--- src/rtl/if_id_stage.sv ---
// rtl/if_id_stage.sv - IF/ID pipeline register for a synchronous-read instruction memory with a one-entry stall skid
//
// Purpose:
//   Pairs each word coming back from the synchronous instruction memory with
//   the PC that addressed it one cycle earlier (the fetch tag). The pair is
//   presented to decode. While decode is stalled, the word already in flight
//   is parked in a one-entry skid buffer so it is neither lost nor duplicated.
//   A flush discards everything in flight and inserts NOP bubbles.
//
// Parameters:
//   REG_DATA_WIDTH   width of the PC and instruction fields
//   IMEM_ADDR_WIDTH  instruction memory word-address width
//
// Ports:
//   Clk             system clock, rising edge
//   Reset_n         synchronous active-low reset
//   PC_In           current fetch PC (word index)
//   IMEM_Addr       instruction memory read address (low bits of PC_In)
//   IMEM_Data       memory read data, valid one cycle after its address
//   IFID_Stall      hold the decode outputs (upstream PC holds as well)
//   IFID_Flush      discard wrong-path fetches; wins over IFID_Stall
//   ID_PC           PC of the instruction presented to decode
//   ID_Instr        instruction presented to decode (NOP when not valid)
//   ID_Valid        ID_Instr is a real instruction
//   IF_Fetch_Count  number of valid instructions delivered to decode
//
// Optional feature:
//   IF_PERF_CNT_EN  when defined, IF_Fetch_Count is a wrapping delivery counter;
//                   otherwise it is tied to zero and no counter is built.

module if_id_stage #(
    parameter int REG_DATA_WIDTH  = 32,
    parameter int IMEM_ADDR_WIDTH = 10
) (
    input  logic                       Clk,
    input  logic                       Reset_n,
    input  logic [REG_DATA_WIDTH-1:0]  PC_In,
    output logic [IMEM_ADDR_WIDTH-1:0] IMEM_Addr,
    input  logic [REG_DATA_WIDTH-1:0]  IMEM_Data,
    input  logic                       IFID_Stall,
    input  logic                       IFID_Flush,
    output logic [REG_DATA_WIDTH-1:0]  ID_PC,
    output logic [REG_DATA_WIDTH-1:0]  ID_Instr,
    output logic                       ID_Valid,
    output logic [31:0]                IF_Fetch_Count
);

    localparam logic [REG_DATA_WIDTH-1:0] NOP_INSTR = REG_DATA_WIDTH'(32'h0000_0013);

    // Fetch tag: names the PC whose data is currently on IMEM_Data.
    logic [REG_DATA_WIDTH-1:0] f_pc;
    logic                      f_valid;

    // Skid entry: holds the word that arrived while decode was stalled.
    logic [REG_DATA_WIDTH-1:0] s_pc;
    logic [REG_DATA_WIDTH-1:0] s_instr;
    logic                      s_valid;

    assign IMEM_Addr = PC_In[IMEM_ADDR_WIDTH-1:0];

    // The memory is re-read every cycle, so the tag simply follows PC_In.
    // A flush kills the word that the current (wrong-path) PC will return.
    always_ff @(posedge Clk) begin
        if (!Reset_n) begin
            f_pc    <= '0;
            f_valid <= 1'b0;
        end else begin
            f_pc    <= PC_In;
            f_valid <= !IFID_Flush;
        end
    end

    // Skid entry and decode-facing register.
    always_ff @(posedge Clk) begin
        if (!Reset_n) begin
            s_valid  <= 1'b0;
            ID_PC    <= '0;
            ID_Instr <= NOP_INSTR;
            ID_Valid <= 1'b0;
        end else if (IFID_Flush) begin
            // ID_PC deliberately held: only the valid bit and payload are killed.
            s_valid  <= 1'b0;
            ID_Instr <= NOP_INSTR;
            ID_Valid <= 1'b0;
        end else if (IFID_Stall) begin
            // Only the first in-flight word of a stall needs parking: the
            // upstream PC is frozen, so later cycles re-read the next PC,
            // which is fetched again after release.
            if (f_valid && !s_valid) begin
                s_pc    <= f_pc;
                s_instr <= IMEM_Data;
                s_valid <= 1'b1;
            end
        end else if (s_valid) begin
            ID_PC    <= s_pc;
            ID_Instr <= s_instr;
            ID_Valid <= 1'b1;
            s_valid  <= 1'b0;
        end else begin
            ID_PC    <= f_pc;
            ID_Instr <= f_valid ? IMEM_Data : NOP_INSTR;
            ID_Valid <= f_valid;
        end
    end

`ifdef IF_PERF_CNT_EN
    logic [31:0] fetch_cnt_q;

    // Counts exactly the edges on which decode is loaded with a valid word.
    always_ff @(posedge Clk) begin
        if (!Reset_n) begin
            fetch_cnt_q <= '0;
        end else if (!IFID_Flush && !IFID_Stall && (s_valid || f_valid)) begin
            fetch_cnt_q <= fetch_cnt_q + 32'd1;
        end
    end

    assign IF_Fetch_Count = fetch_cnt_q;
`else
    assign IF_Fetch_Count = 32'd0;
`endif

endmodule

--- config.mk ---
export PLATFORM = sky130hd
export DESIGN_NAME = if_id_stage
export DESIGN_NICKNAME = d
export VERILOG_FILES = /design/src/rtl/if_id_stage.sv
export SDC_FILE = /design/constraint.sdc
export NUM_CORES = 1
export LEC_CHECK = 0
export CELL_PAD_IN_SITES_DETAIL_PLACEMENT = 0
export CELL_PAD_IN_SITES_GLOBAL_PLACEMENT = 1
export CORE_MARGIN = 8
export CORE_UTILIZATION = 36
export CTS_BUF_LIST = sky130_fd_sc_hd__clkbuf_4
export CTS_CLUSTER_DIAMETER = 150
export DETAILED_ROUTE_END_ITERATION = 7
export PLACE_DENSITY_LB_ADDON = 0.05
export REMOVE_ABC_BUFFERS = 1
export SETUP_SLACK_MARGIN = 0.3
export SYNTH_ARGS = -nofsm -noshare
export SYNTH_HDL_FRONTEND = slang
export SYNTH_SLANG_ARGS = --single-unit
--- constraint.sdc ---
create_clock -name Clk -period 3.2 [get_ports Clk]
set_clock_uncertainty 0.1 [all_clocks]
set_input_delay 0.64 -clock Clk [delete_from_list [all_inputs] [get_ports Clk]]
set_output_delay 0.64 -clock Clk [all_outputs]
set_load 0.02 [all_outputs]
==> results.sh <==
export IMPL_cts_sinks=163
export IMPL_die_area_um2=22820
export IMPL_syn_avg_cell_area_um2=12.73
export IMPL_numCtsBuffers=17
export IMPL_post_drt_via_cell_ratio=4.864
export IMPL_routabilityCongestion=0.6637
export IMPL_hold_viol=0
export IMPL_global_route_wire_length_before_repair_um=23190
export IMPL_drt_drc_violations_left=0
export IMPL_fin_ws_ns=0.7257
export IMPL_run_status="completed"
export IMPL_rsz0062_at_grt="false"
export IMPL_io_buffer_count=142
export IMPL_syn2layout_area_growth_pct=24.06
export IMPL_antenna_diode_count=0
export IMPL_yosys_cell_types_count=28
export IMPL_floorplan_initialDensity_pct=36.56
export IMPL_rows=49
export IMPL_drt_antenna_violating_nets=0
export IMPL_ctsRootBufferMaster="clkbuf_4"
export IMPL_timing_final_max_slew_violations=0
export IMPL_deepest_clock_path_buffer_count=2
export IMPL_yosysTopAreaCell="dfxtp_1"
export IMPL_yosys_warnings=0
export IMPL_number_of_antenna_violations_at_the_first_check_in_global_routing=0
export IMPL_clock_transition_time_at_the_flip_flop_clock_pins_of_the_worst_setup_and_hold_paths_ns=0.13
export IMPL_detail_route_wirelength_um=14930
export IMPL_netlist_instances=516
export IMPL_worst_slew_pin_slew_ns=0.9825
export IMPL_design_core_area_um2=17960
export IMPL_min_period_over_period_pct=77.32
export IMPL_dr_pass1_iters=5
export IMPL_fp_dieW_um=151.1
export IMPL_timing_critical_path_required_ns=2.46
export IMPL_drtIter0Drc=250
export IMPL_synth_enable_flop_cells=64
export IMPL_cts_tree="yes"
export IMPL_cells_resized_by_post_cts_repair=0
export IMPL_global_route_usage_total_pct=13.09
export IMPL_fmax_ghz=0.4042
export IMPL_routed_via_count=4227
export IMPL_worstSkewPairLatency_ns=0.52
export IMPL_cp_slowest_stage_delay_ns=0.61
export IMPL_non_filler_instance_count_after_layout=869
export IMPL_path_buf_inv=2
export IMPL_crit_path_max_fanout=2
export IMPL_detailedPlace_worstSlack_ns=0.7198
export IMPL_timing_setup_critical_path_class="in -> out"
export IMPL_crit_chain="clkdlybuf4s50_1 -> clkdlybuf4s50_1"
export IMPL_path_common_cell="clkdlybuf4s50_1"
export IMPL_synth_area_top_cells="dfxtp_1 30%, edfxtp_1 29%, mux2_4 6.2%"
export IMPL_wire_per_inst_um=17.18
export IMPL_worst_hold_path_type="reg -> reg"
export IMPL_critical_path_slowest_cell="clkdlybuf4s50_1"
export IMPL_synth_most_common_cell="dfxtp_1"
export IMPL_post_route_min_period_ns=2.474
export IMPL_layout_drive_gt1_share_pct=12.03
export IMPL_number_of_nets_in_the_final_layout=695
export IMPL_clock_tree_htree_level_count=4
export IMPL_postSynthRegisterBits=163
export IMPL_place_hpwl_um=9325
export IMPL_cp_top_family="buffers and inverters"
export IMPL_max_slew_margin_pct=34.50
export IMPL_syn_cell_area_um2=6568
export IMPL_cp_start_kind="input port"
export IMPL_max_cap_violations=0
export IMPL_cts_hold_repair_buffers=0
export IMPL_maximum_number_of_pins_on_one_net_before_global_route_repair=132
export IMPL_timing_final_setup_violations=0
export IMPL_yosysTopAreaCellShare_pct=30.18
export IMPL_synth_yosys_seq_area_share_pct=59.44
export IMPL_dpl_cell_count=837
export IMPL_synth_main_ff_cell="dfxtp_1"
export IMPL_globalRoute_totalOverflow=0
export IMPL_fin_setup_tns_ns=0
export IMPL_die_height_um=151.1
export IMPL_synth_cells_most_frequent="99 x dfxtp_1, 64 x edfxtp_1, 46 x buf_4"
export IMPL_top_level_ports=175
export IMPL_layout_filler_cells=1652
export IMPL_cp_data_arrival_time_ns=1.73
export IMPL_post_synth_arst_share_pct=0
export IMPL_utilization_pct=45.36
export IMPL_setup_worst_path_end_class="output pin"
export IMPL_cts_repair_timing_setup_buffer_count=0
export IMPL_power_density_nw_per_um2=474.0
export IMPL_cellLeakagePower_uw=0.002915
export IMPL_first_global_vias=4244
export IMPL_vdd_drop_max_mv=0.1914
[per-layer routing]
metal | vias to the layer above | track usage (%) | share of wire (%)
met5 | - | 0 | 0
met4 | 0 | 3.859 | 0.45
met3 | 4 | 5.109 | 8.2
met2 | 127 | 20.09 | 45
met1 | 2059 | 16.74 | 46
li1 | 2037 | - | -
[cells by family (layout without fill, tap and decap cells)]
kind of cell | Yosys count | in the layout | synth area share, %
other cells | 1 | 32 | 0.05710
compound gates | 126 | 126 | 15.45
mux | 32 | 32 | 7.030
buf+inv | 119 | 212 | 10.36
flops | 163 | 163 | 59.44
simple gates | 75 | 75 | 7.659
[state kept, by name (all words and copies together), names as in the netlist]
signal,flops
s_pc,32
ID_PC,32
s_valid,1
f_pc,32
f_valid,1
ID_Valid,1
s_instr,32
ID_Instr,32
[power by group]
group | switching, uW | internal, uW | total [uW]
Sequential | 43.1 | 2230 | 2270
Clock | 710 | 377 | 1090
Combinational | 252 | 252 | 504
Total | 1000 | 2860 | 3860
[path summary, 6_finish.rpt]
path / from / end / slack (ns) / cells after the start
setup / recovery: PC_In[0] / IMEM_Addr[0] / 0.73 / 2
hold / removal: f_pc[19] / s_pc[19] / 0.34 / 0
setup reg to reg: s_valid / s_instr[18] / 1.11 / 2
hold reg to reg: f_pc[19] / s_pc[19] / 0.34 / 0
[placed cells by master, fill, tap and decap left out, types with 5 or more instances in the layout]
cell / Yosys / routed
a21oi_1: 29 / 29
a221oi_1: 26 / 26
and2_1: 32 / 32
buf_4: 46 / 7
clkbuf_4: 0 / 17
clkdlybuf4s50_1: 0 / 139
clkinv_2: 0 / 5
conb_1: 1 / 32
dfxtp_1: 99 / 98
edfxtp_1: 64 / 64
inv_1: 30 / 30
mux2_2: 5 / 5
mux2_4: 27 / 27
nand3b_1: 29 / 29
o21bai_1: 32 / 32
o311a_1: 32 / 32
[per-stage QoR]
stage,instance area (um^2),hold slack (ns),power [uW]
after floorplan,6116,0.3044,2537
after global placement,7904,0.3117,2818
after detailed placement,7904,0.3184,2825
after CTS,8148,0.3391,3938
after global routing,8148,0.3521,4073
final,8148,0.3371,3862
[final cells by class]
cell class              count  area (um^2)  share of cell area (%)
flip-flops and latches    163         3908                   47.96
multi-input cells         265         2103                   25.81
repair buffers            150         1494                   18.34
well taps                 229        286.5                   3.517
clock buffers              17        127.6                   1.566
clock inverters            15        116.4                   1.428
inverters                  30        112.6                   1.382
Note: power is estimated with default switching activity, not from simulation.
